[src/rtl/norm_weight_replay_buffer_if.sv]
// Load and replay handshake bundle for the normalization weight replay buffer.
// The slave modport is the buffer itself; the master modport is its environment
// (weight loader on one side, normalization consumer on the other).
interface norm_weight_replay_buffer_if #(
    parameter int N           = 4,
    parameter int SCALE_WIDTH = 8
);
    logic [N-1:0][SCALE_WIDTH-1:0] load_data;
    logic                          load_valid;
    logic                          load_ready;
    logic [N-1:0][SCALE_WIDTH-1:0] weight_data;
    logic                          weight_valid;
    logic                          weight_ready;
    logic                          loaded;
    logic                          frame_done;

    modport slave (
        input  load_data, load_valid, weight_ready,
        output load_ready, weight_data, weight_valid, loaded, frame_done
    );

    modport master (
        output load_data, load_valid, weight_ready,
        input  load_ready, weight_data, weight_valid, loaded, frame_done
    );
endinterface

[src/rtl/norm_weight_replay_buffer.sv]
// Weight replay buffer for the normalization layers.
// One full weight frame is loaded tile by tile, then replayed tile-for-tile in
// the data stream order for every frame until cleared or reset.
module norm_weight_replay_buffer #(
    parameter int TOTAL_DIM0   = 4,
    parameter int TOTAL_DIM1   = 4,
    parameter int COMPUTE_DIM0 = 2,
    parameter int COMPUTE_DIM1 = 2,
    parameter int CHANNELS     = 2,
    parameter int SCALE_WIDTH  = 8
) (
    input  logic clk,
    input  logic rst,
    input  logic clear,
    norm_weight_replay_buffer_if.slave bus
);
    localparam int N         = COMPUTE_DIM0 * COMPUTE_DIM1;
    localparam int NUM_ITERS = (TOTAL_DIM0 / COMPUTE_DIM0) * (TOTAL_DIM1 / COMPUTE_DIM1) * CHANNELS;
    localparam int PTR_W     = (NUM_ITERS > 1) ? $clog2(NUM_ITERS) : 1;
    localparam logic [PTR_W-1:0] LAST_PTR = PTR_W'(NUM_ITERS - 1);

    typedef logic [N-1:0][SCALE_WIDTH-1:0] tile_t;

    typedef enum logic {
        ST_LOAD   = 1'b0,
        ST_REPLAY = 1'b1
    } state_t;

    state_t            state_q, state_d;
    logic [PTR_W-1:0]  wr_ptr_q, wr_ptr_d;
    logic [PTR_W-1:0]  rd_ptr_q, rd_ptr_d;
    logic              frame_done_q, frame_done_d;
    tile_t             mem_q [NUM_ITERS];

    logic              mem_we;
    logic              load_ready;
    logic              weight_valid;
    logic              load_fire;
    logic              weight_fire;

    // Handshake qualifiers; load_ready is held low while reset is asserted
    assign load_ready   = (state_q == ST_LOAD) && !rst;
    assign weight_valid = (state_q == ST_REPLAY);
    assign load_fire    = bus.load_valid && load_ready;
    assign weight_fire  = weight_valid && bus.weight_ready;

    // Next-state logic: load until the frame is full, then replay forever; clear overrides both
    always_comb begin
        state_d      = state_q;
        wr_ptr_d     = wr_ptr_q;
        rd_ptr_d     = rd_ptr_q;
        frame_done_d = 1'b0;
        mem_we       = 1'b0;
        case (state_q)
            ST_LOAD: begin
                if (load_fire) begin
                    mem_we = 1'b1;
                    if (wr_ptr_q == LAST_PTR) begin
                        wr_ptr_d = '0;
                        rd_ptr_d = '0;
                        state_d  = ST_REPLAY;
                    end else begin
                        wr_ptr_d = wr_ptr_q + PTR_W'(1);
                    end
                end
            end
            ST_REPLAY: begin
                if (weight_fire) begin
                    if (rd_ptr_q == LAST_PTR) begin
                        rd_ptr_d     = '0;
                        frame_done_d = 1'b1;
                    end else begin
                        rd_ptr_d = rd_ptr_q + PTR_W'(1);
                    end
                end
            end
            default: state_d = ST_LOAD;
        endcase
        if (clear) begin
            state_d      = ST_LOAD;
            wr_ptr_d     = '0;
            rd_ptr_d     = '0;
            frame_done_d = 1'b0;
            mem_we       = 1'b0;
        end
    end

    // Control registers with synchronous reset
    always_ff @(posedge clk) begin
        if (rst) begin
            state_q      <= ST_LOAD;
            wr_ptr_q     <= '0;
            rd_ptr_q     <= '0;
            frame_done_q <= 1'b0;
        end else begin
            state_q      <= state_d;
            wr_ptr_q     <= wr_ptr_d;
            rd_ptr_q     <= rd_ptr_d;
            frame_done_q <= frame_done_d;
        end
    end

    // Weight storage; contents are don't-care after reset so no reset term
    always_ff @(posedge clk) begin
        if (mem_we && !rst) begin
            mem_q[wr_ptr_q] <= bus.load_data;
        end
    end

    assign bus.load_ready   = load_ready;
    assign bus.weight_valid = weight_valid;
    assign bus.loaded       = weight_valid;
    assign bus.weight_data  = mem_q[rd_ptr_q];
    assign bus.frame_done   = frame_done_q;
endmodule

[src/flat_wrapper.sv]
// flat-port wrapper written by rule: the top's interface ports become plain ports
module norm_weight_replay_buffer_flat 
#(
    parameter int TOTAL_DIM0   = 4,
    parameter int TOTAL_DIM1   = 4,
    parameter int COMPUTE_DIM0 = 2,
    parameter int COMPUTE_DIM1 = 2,
    parameter int CHANNELS     = 2,
    parameter int SCALE_WIDTH  = 8
)
  (clk, rst, clear, bus_load_data, bus_load_valid, bus_weight_ready, bus_load_ready, bus_weight_data, bus_weight_valid, bus_loaded, bus_frame_done);
  norm_weight_replay_buffer_if #(.N((4)), .SCALE_WIDTH(SCALE_WIDTH)) bus_i ();
  input  logic clk;
  input  logic rst;
  input  logic clear;
  input wire logic [$bits(bus_i.load_data)-1:0] bus_load_data;
  input wire logic [$bits(bus_i.load_valid)-1:0] bus_load_valid;
  input wire logic [$bits(bus_i.weight_ready)-1:0] bus_weight_ready;
  output wire logic [$bits(bus_i.load_ready)-1:0] bus_load_ready;
  output wire logic [$bits(bus_i.weight_data)-1:0] bus_weight_data;
  output wire logic [$bits(bus_i.weight_valid)-1:0] bus_weight_valid;
  output wire logic [$bits(bus_i.loaded)-1:0] bus_loaded;
  output wire logic [$bits(bus_i.frame_done)-1:0] bus_frame_done;
  assign bus_i.load_data = bus_load_data;
  assign bus_i.load_valid = bus_load_valid;
  assign bus_i.weight_ready = bus_weight_ready;
  assign bus_load_ready = bus_i.load_ready;
  assign bus_weight_data = bus_i.weight_data;
  assign bus_weight_valid = bus_i.weight_valid;
  assign bus_loaded = bus_i.loaded;
  assign bus_frame_done = bus_i.frame_done;
  norm_weight_replay_buffer #(.TOTAL_DIM0(TOTAL_DIM0), .TOTAL_DIM1(TOTAL_DIM1), .COMPUTE_DIM0(COMPUTE_DIM0), .COMPUTE_DIM1(COMPUTE_DIM1), .CHANNELS(CHANNELS), .SCALE_WIDTH(SCALE_WIDTH)) u_core (.clk(clk), .rst(rst), .clear(clear), .bus(bus_i));
endmodule
[config.mk]
export PLATFORM = sky130hd
export DESIGN_NAME = norm_weight_replay_buffer_flat
export DESIGN_NICKNAME = d
export VERILOG_FILES = /design/src/rtl/norm_weight_replay_buffer_if.sv /design/src/rtl/norm_weight_replay_buffer.sv /design/src/flat_wrapper.sv
export SDC_FILE = /design/constraint.sdc
export NUM_CORES = 1
export LEC_CHECK = 0
export BUFFER_PORTS_ARGS = -buffer_cell sky130_fd_sc_hd__clkbuf_2
export CAP_MARGIN = 20
export CORE_UTILIZATION = 33
export DETAILED_ROUTE_END_ITERATION = 8
export GPL_TIMING_DRIVEN = 0
export PLACE_DENSITY = 0.51
export SLEW_MARGIN = 20
export SYNTH_ARGS = -nofsm -noshare
export SYNTH_HDL_FRONTEND = slang
export SYNTH_SLANG_ARGS = --single-unit
[constraint.sdc]
create_clock -name clk -period 6.2 [get_ports clk]
set_input_delay 0.62 -clock clk [delete_from_list [all_inputs] [get_ports clk]]
set_output_delay 0.62 -clock clk [all_outputs]
set_load 0.03 [all_outputs]
==> results of run 1 <==
[cell usage in the layout, fill, tap and decap left out, types with 2 or more instances in the layout]
cell and n:
a21oi_1 2, buf_1 3, buf_12 6, buf_16 3
buf_2 6, buf_4 5, buf_6 13, bufinv_16 3
clkbuf_1 8, clkbuf_16 29, clkbuf_2 72, clkinv_1 8
clkinv_2 7, dfxtp_1 11, edfxtp_1 256, ha_1 4
mux2_2 32, mux2i_1 3, mux4_1 40, mux4_2 24
nand2_1 3, nand2b_1 2, nand3_1 4, nand4_1 2
nor2_1 8, nor2_4 6, nor3_2 2
[power groups by stage]
stage          sequential [mW]  clock, mW  combinational (mW)
3_5_place_dp              2.02          0              0.0763
2_1_floorplan             2.03          0              0.0302
3_3_place_gp              2.03          0              0.0682
5_1_grt                   1.99       1.74              0.0824
6_report                  1.99       1.63              0.0750
4_1_cts                   1.99       1.67              0.0766
[path summary, 6_finish.rpt]
check	start	slack, ps	cells past startpoint	endpoint
worst max-delay path	flip-flop	3020	5	bus_weight_data[15]
worst min-delay path	bus_weight_ready	350	3	u_core.bus.frame_done$_SDFF_PP0_
worst max register to register	u_core.bus.loaded$_SDFF_PP0_	3660	8	u_core.mem_q[1][4]$_DFFE_PP_
worst min register to register	u_core.rd_ptr_q[2]$_SDFFE_PP0N_	500	2	flip-flop
[layout make-up]
type / instances / area, sq um / share of cell area [%]
clock inverters: 19 / 163 / 1.31
flip-flops and latches: 267 / 7910 / 63.8
multi-input cells: 138 / 2260 / 18.3
plain buffers: 21 / 143 / 1.15
well taps: 396 / 495 / 4.00
clock buffers: 33 / 741 / 5.98
repair buffers: 92 / 676 / 5.45
[sequential cells by signal (all words and copies together), names as in the netlist, named ones only]
signal,cells
u_core.mem_q,256
u_core.bus.loaded,1
u_core.rd_ptr_q,3
u_core.wr_ptr_q,3
u_core.bus.frame_done,1
[routing by layer]
metal / wire length [um] / vias up / global-route usage (%) / part of all wire (%)
met5: 12 / - / 0 / 0.058
met4: 335 / 2 / 3.92 / 1.6
met3: 866 / 21 / 2.66 / 4.2
met2: 10500 / 102 / 23.0 / 51
met1: 8900 / 2432 / 17.1 / 43
li1: - / 2088 / - / -
[tightest hold or removal path, delay by kind of cell]
family        cells  cell delay (ps)
simple gates      2              120
buf+inv           1              100
[cell families after synthesis]
group / count (synthesis) / synth area share (%)
DFF: 267 / 77.1
muxes: 99 / 19.3
and+or+nand+nor: 31 / 1.46
buffers and inverters: 21 / 1.39
AOI/OAI and AO/OA: 4 / 0.256
adders and majority gates: 4 / 0.488
[metrics by stage]
stage | total power, mW | hold slack [ps] | instance area, sq um | util, % | setup slack, ps
2_1_floorplan | 2.06 | 462 | 10300 | - | 2390
3_3_place_gp | 2.09 | 497 | 11100 | 36.3 | -310
5_1_grt | 3.81 | 331 | 12400 | 40.5 | 2900
3_5_place_dp | 2.10 | 500 | 11500 | 37.5 | 3260
6_report | 3.69 | 350 | 12400 | 40.5 | 3020
4_1_cts | 3.73 | 319 | 12400 | 40.5 | 2970
==> results.json, run 1 <==
{
  "status": "completed",
  "path_class": "reg -> out",
  "placed_cells": 914,
  "avgSynthCellArea_sq_um": 24.1,
  "grt_max_degree": 20,
  "crit_family": "buffers and inverters",
  "worst-endpoint-arrival_ps": 2560,
  "hold_path_class": "in -> reg",
  "totalWireLength_mm": 20.7,
  "firstDrtPassIters": 4,
  "hpwl_mm": 13.1,
  "die_y_um": 178,
  "io_pins": 73,
  "p_leak_nw": 4.05,
  "ys_types": 25,
  "cts_hold_buf": 0,
  "grt_pass1_vias": 5013,
  "tightest_slew_ps": 775,
  "cts_tree": "done",
  "synth_cells": 426,
  "synth_edf_count": 256,
  "clk_latency_ps": 540,
  "vias": 4645,
  "final_cells": 966,
  "path_max_fanout": 10,
  "clock-sinks": 267,
  "syn_nets": 467,
  "antenna_found_initial": 1,
  "swShare_pct": 19.3,
  "path_buf_inv": 3,
  "wl_per_cell_um": 21.4,
  "ctsResizeCount": 0,
  "powerDensity_mw_per_mm2": 298,
  "h-tree-depth": 1,
  "min_period_over_period_pct": 51.3,
  "grt.overflow.total": 0,
  "cts.clk_slew.worst_paths_ps": 60,
  "slew_headroom_pct": 48.4,
  "ys.flop_type": "edfxtp_1",
  "seq_area_frac_synth_pct": 77.1,
  "core_sq_mm": 0.0306,
  "worstSetupStartpointType": "flip-flop",
  "intPower_mw": 2.98,
  "ys_seq_elements": 267,
  "grtUsageTotal_pct": 13.4,
  "cts.path.max_buffers": 3,
  "rsz0062_at_grt": "no",
  "place_congestion": 0.681,
  "synth_top_area_share_pct": 74.9,
  "pwr-share-comb_pct": 2.0,
  "fin_nets": 589,
  "worstPathRequired_ps": 5580,
  "synth_warnings": 0,
  "critPathCaptureType": "primary output",
  "cap_violations": 0,
  "max_freq_mhz": 315,
  "synth_common_cells": "edfxtp_1 (256), mux4_1 (40), mux2_2 (32)",
  "switching_power_mw": 0.711,
  "drc": 0,
  "cts_buffers": 28,
  "power_frac_seq_pct": 53.8,
  "final.setup.tns_ps": 0,
  "dieArea_sq_mm": 0.0318,
  "clock_skew_ps": 9.85,
  "slew_viol_final": 0,
  "drt_iter0_drc": 243,
  "cpMaxStageDelayCell": "clkbuf_1",
  "cp_cell_sequence": "clkbuf_1, buf_2, mux4_2, mux2_2, clkbuf_2",
  "synth_most_common_cell": "edfxtp_1",
  "root_buffer": "clkbuf_16",
  "setup_viol": 0,
  "drtAntennaViolNets": 0,
  "fp-row-count": 64,
  "avgViaCountPerCell": 4.81,
  "hold_viol_final": 0,
  "grt_pass1_wl_mm": 30.8,
  "initial_utilization_pct": 33.5,
  "clkPwrFrac_pct": 44.2,
  "drive_above_1_share_pct": 37.0,
  "ir_worst_vdd_mv": 0.185,
  "finalCriticalPeriod_ps": 3180,
  "cts_setup_buffers": 0,
  "diodes": 0,
  "fill_cells": 2742,
  "fp.dieW_um": 178,
  "cp_slowest_stage_delay_ps": 420,
  "portBuffers": 72,
  "syn-cell-area_sq_mm": 0.0103,
  "yosys.area.top_type": "edfxtp_1",
  "async_reset_ff_share_pct": 0,
  "yosys-top-cells-area": "edfxtp_1 (75%), mux4_1 (10%), mux4_2 (5.3%)",
  "area_growth_pct": 20.8
}
(Power assumes the default switching activity.)
==> run 2: changes to the inputs <==
- ABC_AREA: unset -> 1
- clock period: 6.2 -> 3.1 ns (I/O delays scaled with it)
==> run 2 against run 1 <==
Effect of this change:
- first-iteration DRC count increased by 140%
- final area grew 4.6%
- synthesized cell count rose by 120%
- hold slack got worse by 310 ps
- clock power rose by 110%
- critical endpoint is now bus_weight_data[19]
- largest cell class unchanged
==> results.json, run 2 <==
{
  "path_max_fanout": 10,
  "worst_slack_ps": 401,
  "fp-row-count": 65,
  "wl_met1_mm": 12.3,
  "ctsResizeCount": 0,
  "largest_reg_flops": 256,
  "swShare_pct": 19.5,
  "grt_max_degree": 21,
  "grt_pass1_vias": 6827,
  "pwr-share-comb_pct": 2.1,
  "slew_viol_final": 0,
  "h-tree-depth": 1,
  "total_power_mw": 7.52,
  "power_frac_seq_pct": 52.9,
  "syn_nets": 958,
  "diodes": 0,
  "synth_cells": 917,
  "worstReg2RegEnd": "u_core.mem_q[0][3]$_DFFE_PP_",
  "min_from": "bus_load_data[14]",
  "critPathCaptureType": "primary output",
  "r2r_start": "u_core.bus.loaded$_SDFF_PP0_",
  "top_register": "u_core.mem_q",
  "yosys-top-cells-area": "edfxtp_1 (71%), nand2_1 (11%), o21ai_0 (3.1%)",
  "min_to": "u_core.mem_q[4][14]$_DFFE_PP_",
  "drt_iter0_drc": 583,
  "reg2regPathDepth": 6,
  "rsz0062_at_grt": "no",
  "cts_hold_buf": 0,
  "clk_latency_ps": 540,
  "async_reset_ff_share_pct": 0,
  "pre_cts_ws_ps": 713,
  "grt_pass1_wl_mm": 40.5,
  "clkPwrFrac_pct": 45.0,
  "io_pins": 73,
  "core_sq_mm": 0.0320,
  "synth_edf_count": 256,
  "cts.path.max_buffers": 3,
  "layout_common_cells": "nand2_1 (328), edfxtp_1 (256), nor2_1 (73)",
  "setup_viol": 0,
  "worst-endpoint-arrival_ps": 2390,
  "drc": 0,
  "firstDrtPassIters": 5,
  "layout_commonest_cell": "nand2_1",
  "wl_met3_mm": 1.56,
  "cap_violations": 0,
  "synth_common_cells": "nand2_1 (328), edfxtp_1 (256), nor2_1 (81)",
  "clock_skew_ps": 15.1,
  "grtUsageTotal_pct": 16.1,
  "initial_utilization_pct": 33.9,
  "hpwl_mm": 16.6,
  "cts.clk_slew.worst_paths_ps": 60,
  "fin_nets": 1071,
  "drive_above_1_share_pct": 19.0,
  "worstSetupStartpointType": "flip-flop",
  "ys_types": 21,
  "hold_path_class": "in -> reg",
  "ys_seq_elements": 267,
  "status": "completed",
  "switching_power_mw": 1.46,
  "vias": 6885,
  "max_freq_mhz": 371,
  "grt.overflow.total": 0,
  "totalWireLength_mm": 26.3,
  "die_y_um": 183,
  "syn-cell-area_sq_mm": 0.0108,
  "avgViaCountPerCell": 4.64,
  "yosys.area.top_type": "edfxtp_1",
  "area_growth_pct": 19.7,
  "hold_viol_final": 0,
  "rrSetupSlack_ps": 730,
  "dr_wl_met2_mm": 12.1,
  "fp.dieW_um": 183,
  "intPower_mw": 6.05,
  "root_buffer": "clkbuf_16",
  "holdPathStages": 1,
  "ir_worst_vdd_mv": 0.405,
  "largestRegisters": "u_core.mem_q (256), u_core.rd_ptr_q (3), u_core.wr_ptr_q (3)",
  "finalCriticalPeriod_ps": 2700,
  "synth_most_common_cell": "nand2_1",
  "min_period_over_period_pct": 87.0,
  "antenna_found_initial": 0,
  "synth_top_area_share_pct": 71.0,
  "tightest_slew_ps": 723,
  "drtAntennaViolNets": 0,
  "cts_buffers": 30,
  "highest-signal-layer": "met4",
  "p_leak_nw": 4.73,
  "portBuffers": 72,
  "path_class": "reg -> out",
  "worstPathRequired_ps": 2790,
  "cts_tree": "done",
  "avgSynthCellArea_sq_um": 11.8,
  "powerDensity_mw_per_mm2": 580,
  "clock-sinks": 267,
  "wl_per_cell_um": 17.7,
  "seq_area_frac_synth_pct": 73.0,
  "ys.flop_type": "edfxtp_1",
  "cts_setup_buffers": 0,
  "synth_warnings": 0,
  "dieArea_sq_mm": 0.0335,
  "slew_headroom_pct": 51.8,
  "place_congestion": 0.734
}
## run 2: kinds of logic (layout without fill, tap and decap cells)
family          after synthesis  count (layout)  synth area share [%]
flops                       267             267                  73.0
simple gates                453             453                  16.7
fa+ha+maj                     4               4                 0.462
compound gates              136             136                  6.28
buf+inv                      57             189                  3.58
## run 2: metrics by stage
step / area (sq um) / hold WS [ps] / setup TNS, ps / cells / utilization, %
6_report: 13000 / 41.8 / 0 / 1484 / 40.6
3_5_place_dp: 12000 / 495 / 0 / 1433 / 37.6
4_1_cts: 13000 / 24.7 / 0 / 1484 / 40.6
2_1_floorplan: 10800 / 409 / -46070 / 917 / -
3_3_place_gp: 11700 / 500 / -269380 / 1424 / 36.7
5_1_grt: 13000 / 16.9 / 0 / 1484 / 40.6
## run 2: how the worst max path moves through the flow
| stage | startpoint | endpoint | slack (ps) |
|---|---|---|---|
| after global placement | u_core.bus.loaded$_SDFF_PP0_ | u_core.mem_q[1][9]$_DFFE_PP_ | -1220 |
| after global routing | flip-flop | bus_weight_data[1] | 200 |
| after detailed placement | u_core.bus.loaded$_SDFF_PP0_ | u_core.mem_q[0][9]$_DFFE_PP_ | 710 |
| after floorplan | u_core.bus.loaded$_SDFF_PP0_ | u_core.mem_q[0][0]$_DFFE_PP_ | -180 |
| after CTS | flip-flop | bus_weight_data[4] | 360 |
| final | flip-flop | bus_weight_data[19] | 400 |
## run 2: cell type report
type,count,area [sq um]
tap,435,544
sequential,267,7910
inverter,8,32.5
multi-input combinational,593,2590
fill,3040,19000
clock inverter,15,139
clock buffer,36,795
timing repair buffer,81,593
buffer,49,355
## run 2: worst max-delay path, stage by stage (launching register included)
cell and delay [ps]:
dfxtp_1 420, buf_6 200, clkbuf_1 460, o21ai_0 180
o21ai_1 140, nand2_1 70, nand2_1 140, clkbuf_2 220
## run 2: power groups by stage
stage	Sequential (mW)	Combinational (mW)	Clock (mW)
2_1_floorplan	4.05	0.0592	0
3_3_place_gp	4.05	0.148	0
3_5_place_dp	4.05	0.160	0
4_1_cts	3.98	0.160	3.46
5_1_grt	3.98	0.174	3.63
6_report	3.98	0.157	3.38
## run 2: layer usage
metal / up-vias / global-route usage [%]
met3: 34 / 2.84
met4: 0 / 3.13
met1: 3310 / 23.0
met2: 168 / 25.7
met5: - / 0
li1: 3373 / -
==> run 3: changes to the inputs <==
- CORE_ASPECT_RATIO: unset -> 1.2
==> run 3 against run 2 <==
Effect of this change:
- register-to-register slack worse by 50 ps
- global-route usage down 0.88 points
- sequential power about the same
- flip-flop and latch count did not move
- sequential share of layout area up 0.37 points
- non-clock buffer count is 1 lower
- critical endpoint is now bus_weight_data[13]
- highest routed layer unchanged
==> results.json, run 3 (same netlist as run 2, synthesis figures left out) <==
{
  "power_frac_seq_pct": 53.3,
  "cp_slowest_stage_delay_ps": 470,
  "hpwl_mm": 16.2,
  "slew_headroom_pct": 46.4,
  "use_met2_pct": 27.1,
  "tightest_slew_ps": 802,
  "crit_path_frequent_cell": "nand2_1",
  "clock-sinks": 267,
  "r2r_start": "u_core.bus.loaded$_SDFF_PP0_",
  "vias": 6800,
  "rrSetupSlack_ps": 680,
  "grt_max_degree": 21,
  "cts_hold_buf": 0,
  "layout_commonest_cell": "nand2_1",
  "finalCriticalPeriod_ps": 2650,
  "cts.clk_slew.worst_paths_ps": 60,
  "met3_usage_pct": 2.21,
  "fin_nets": 1068,
  "place_congestion": 0.736,
  "cts_buffers": 28,
  "status": "completed",
  "max_freq_mhz": 377,
  "cpMaxStageDelayCell": "clkbuf_1",
  "total_power_mw": 7.46,
  "layout_common_cells": "nand2_1 (328), edfxtp_1 (256), nor2_1 (73)",
  "min_period_over_period_pct": 85.5,
  "h-tree-depth": 1,
  "grt.overflow.total": 0,
  "root_buffer": "clkbuf_16",
  "drt_iter0_drc": 409,
  "io_pins": 73,
  "hold_slack_ps": 55.7,
  "drc": 0,
  "antenna_found_initial": 0,
  "worstSetupStartpointType": "flip-flop",
  "ctsResizeCount": 0,
  "pwr-share-comb_pct": 2.1,
  "cts_setup_buffers": 0,
  "grt_pass1_wl_mm": 38.9,
  "ir_worst_vdd_mv": 0.310,
  "swShare_pct": 19.4,
  "diodes": 0,
  "switching_power_mw": 1.45,
  "firstDrtPassIters": 5,
  "top_register": "u_core.mem_q",
  "cts_tree": "done",
  "path_class": "reg -> out",
  "critPathCaptureType": "primary output",
  "worst_slack_ps": 451,
  "slew_viol_final": 0,
  "grtUsageTotal_pct": 15.2,
  "hold_viol_final": 0,
  "min_from": "bus_load_data[15]",
  "totalWireLength_mm": 25.4,
  "avgViaCountPerCell": 4.67,
  "area_growth_pct": 18.9,
  "setup_viol": 0,
  "clock_skew_ps": 14.9,
  "die_y_um": 200,
  "cap_violations": 0,
  "intPower_mw": 6.01,
  "worstPathRequired_ps": 2790,
  "final.setup.tns_ps": 0,
  "met1_usage_pct": 19.4,
  "fp.dieW_um": 167,
  "dieArea_sq_mm": 0.0336,
  "p_leak_nw": 4.70,
  "powerDensity_mw_per_mm2": 579,
  "rsz0062_at_grt": "no",
  "holdPathStages": 1,
  "busiest_layer": "met2",
  "worstReg2RegEnd": "u_core.mem_q[1][4]$_DFFE_PP_",
  "largestRegisters": "u_core.mem_q (256), u_core.rd_ptr_q (3), u_core.wr_ptr_q (3)",
  "cp_cell_sequence": "buf_6, clkbuf_1, o21ai_0, o21ai_1, nand2_1, nand2_1, clkbuf_2",
  "grt_pass1_vias": 6668,
  "drive_above_1_share_pct": 18.9,
  "pre_cts_ws_ps": 674,
  "worst-endpoint-arrival_ps": 2340,
  "clk_latency_ps": 530,
  "clkPwrFrac_pct": 44.7,
  "min_to": "u_core.mem_q[5][15]$_DFFE_PP_",
  "path_max_fanout": 10,
  "drtAntennaViolNets": 0,
  "portBuffers": 72,
  "core_sq_mm": 0.0323,
  "fp-row-count": 72,
  "wl_per_cell_um": 17.4,
  "reg2regPathDepth": 6,
  "largest_reg_flops": 256,
  "hold_path_class": "in -> reg",
  "initial_utilization_pct": 33.6,
  "cts.path.max_buffers": 3
}
run 3: cell types whose count changed in the layout (fill, tap and decap cells not counted), moves of 2 or more:
cell	change
clkinv_2	-2
clkbuf_8	+2
clkinv_1	-3
clkbuf_16	-2
clkbuf_1	+3
run 3: power groups by stage:
| stage | logic [mW] | registers (mW) | clock network [mW] |
|---|---|---|---|
| floorplan | 0.0592 | 4.05 | 0 |
| global placement | 0.145 | 4.05 | 0 |
| detailed placement | 0.158 | 4.05 | 0 |
| CTS | 0.158 | 3.98 | 3.41 |
| global route | 0.172 | 3.97 | 3.54 |
| finish | 0.155 | 3.98 | 3.33 |
run 3: cell type report:
| cell class | instances | area (sq um) |
|---|---|---|
| clock buffers | 39 | 783 |
| well taps | 407 | 509 |
| inverters | 8 | 32.5 |
| multi-input cells | 593 | 2590 |
| fillers | 3090 | 19400 |
| plain buffers | 49 | 355 |
| flip-flops and latches | 267 | 7910 |
| clock inverters | 12 | 134 |
| repair buffers | 80 | 566 |
run 3: metrics by stage:
step           instance area, sq um  util (%)  instances
2_1_floorplan                 10800         -        917
4_1_cts                       12900      39.9       1455
3_3_place_gp                  11700      36.3       1396
6_report                      12900      39.9       1455
5_1_grt                       12900      39.9       1455
3_5_place_dp                  12000      37.1       1404
run 3: worst max-delay path, delay by kind of cell, from the launching register on:
family / cells / cell delay (ps)
buffers and inverters: 3 / 870
AOI/OAI and AO/OA: 2 / 380
and+or+nand+nor: 2 / 170
DFF: 1 / 410
run 3: how the worst max path moves through the flow:
| stage | slack, ps | depth (start not counted) | startpoint | end |
|---|---|---|---|---|
| floorplan | -180 | 5 | u_core.bus.loaded$_SDFF_PP0_ | u_core.mem_q[0][0]$_DFFE_PP_ |
| global placement | -1020 | 5 | u_core.bus.loaded$_SDFF_PP0_ | u_core.mem_q[1][3]$_DFFE_PP_ |
| detailed placement | 670 | 6 | u_core.bus.loaded$_SDFF_PP0_ | u_core.mem_q[1][3]$_DFFE_PP_ |
| CTS | 350 | 7 | flip-flop | bus_weight_data[13] |
| global route | 200 | 7 | flip-flop | bus_weight_data[15] |
| finish | 450 | 7 | flip-flop | bus_weight_data[13] |
run 3: per-layer routing:
| metal | vias to the layer above | routed length [um] |
|---|---|---|
| met3 | 31 | 1190 |
| met4 | 0 | 367 |
| met1 | 3276 | 11000 |
| met5 | - | 0 |
| met2 | 138 | 12800 |
| li1 | 3355 | - |
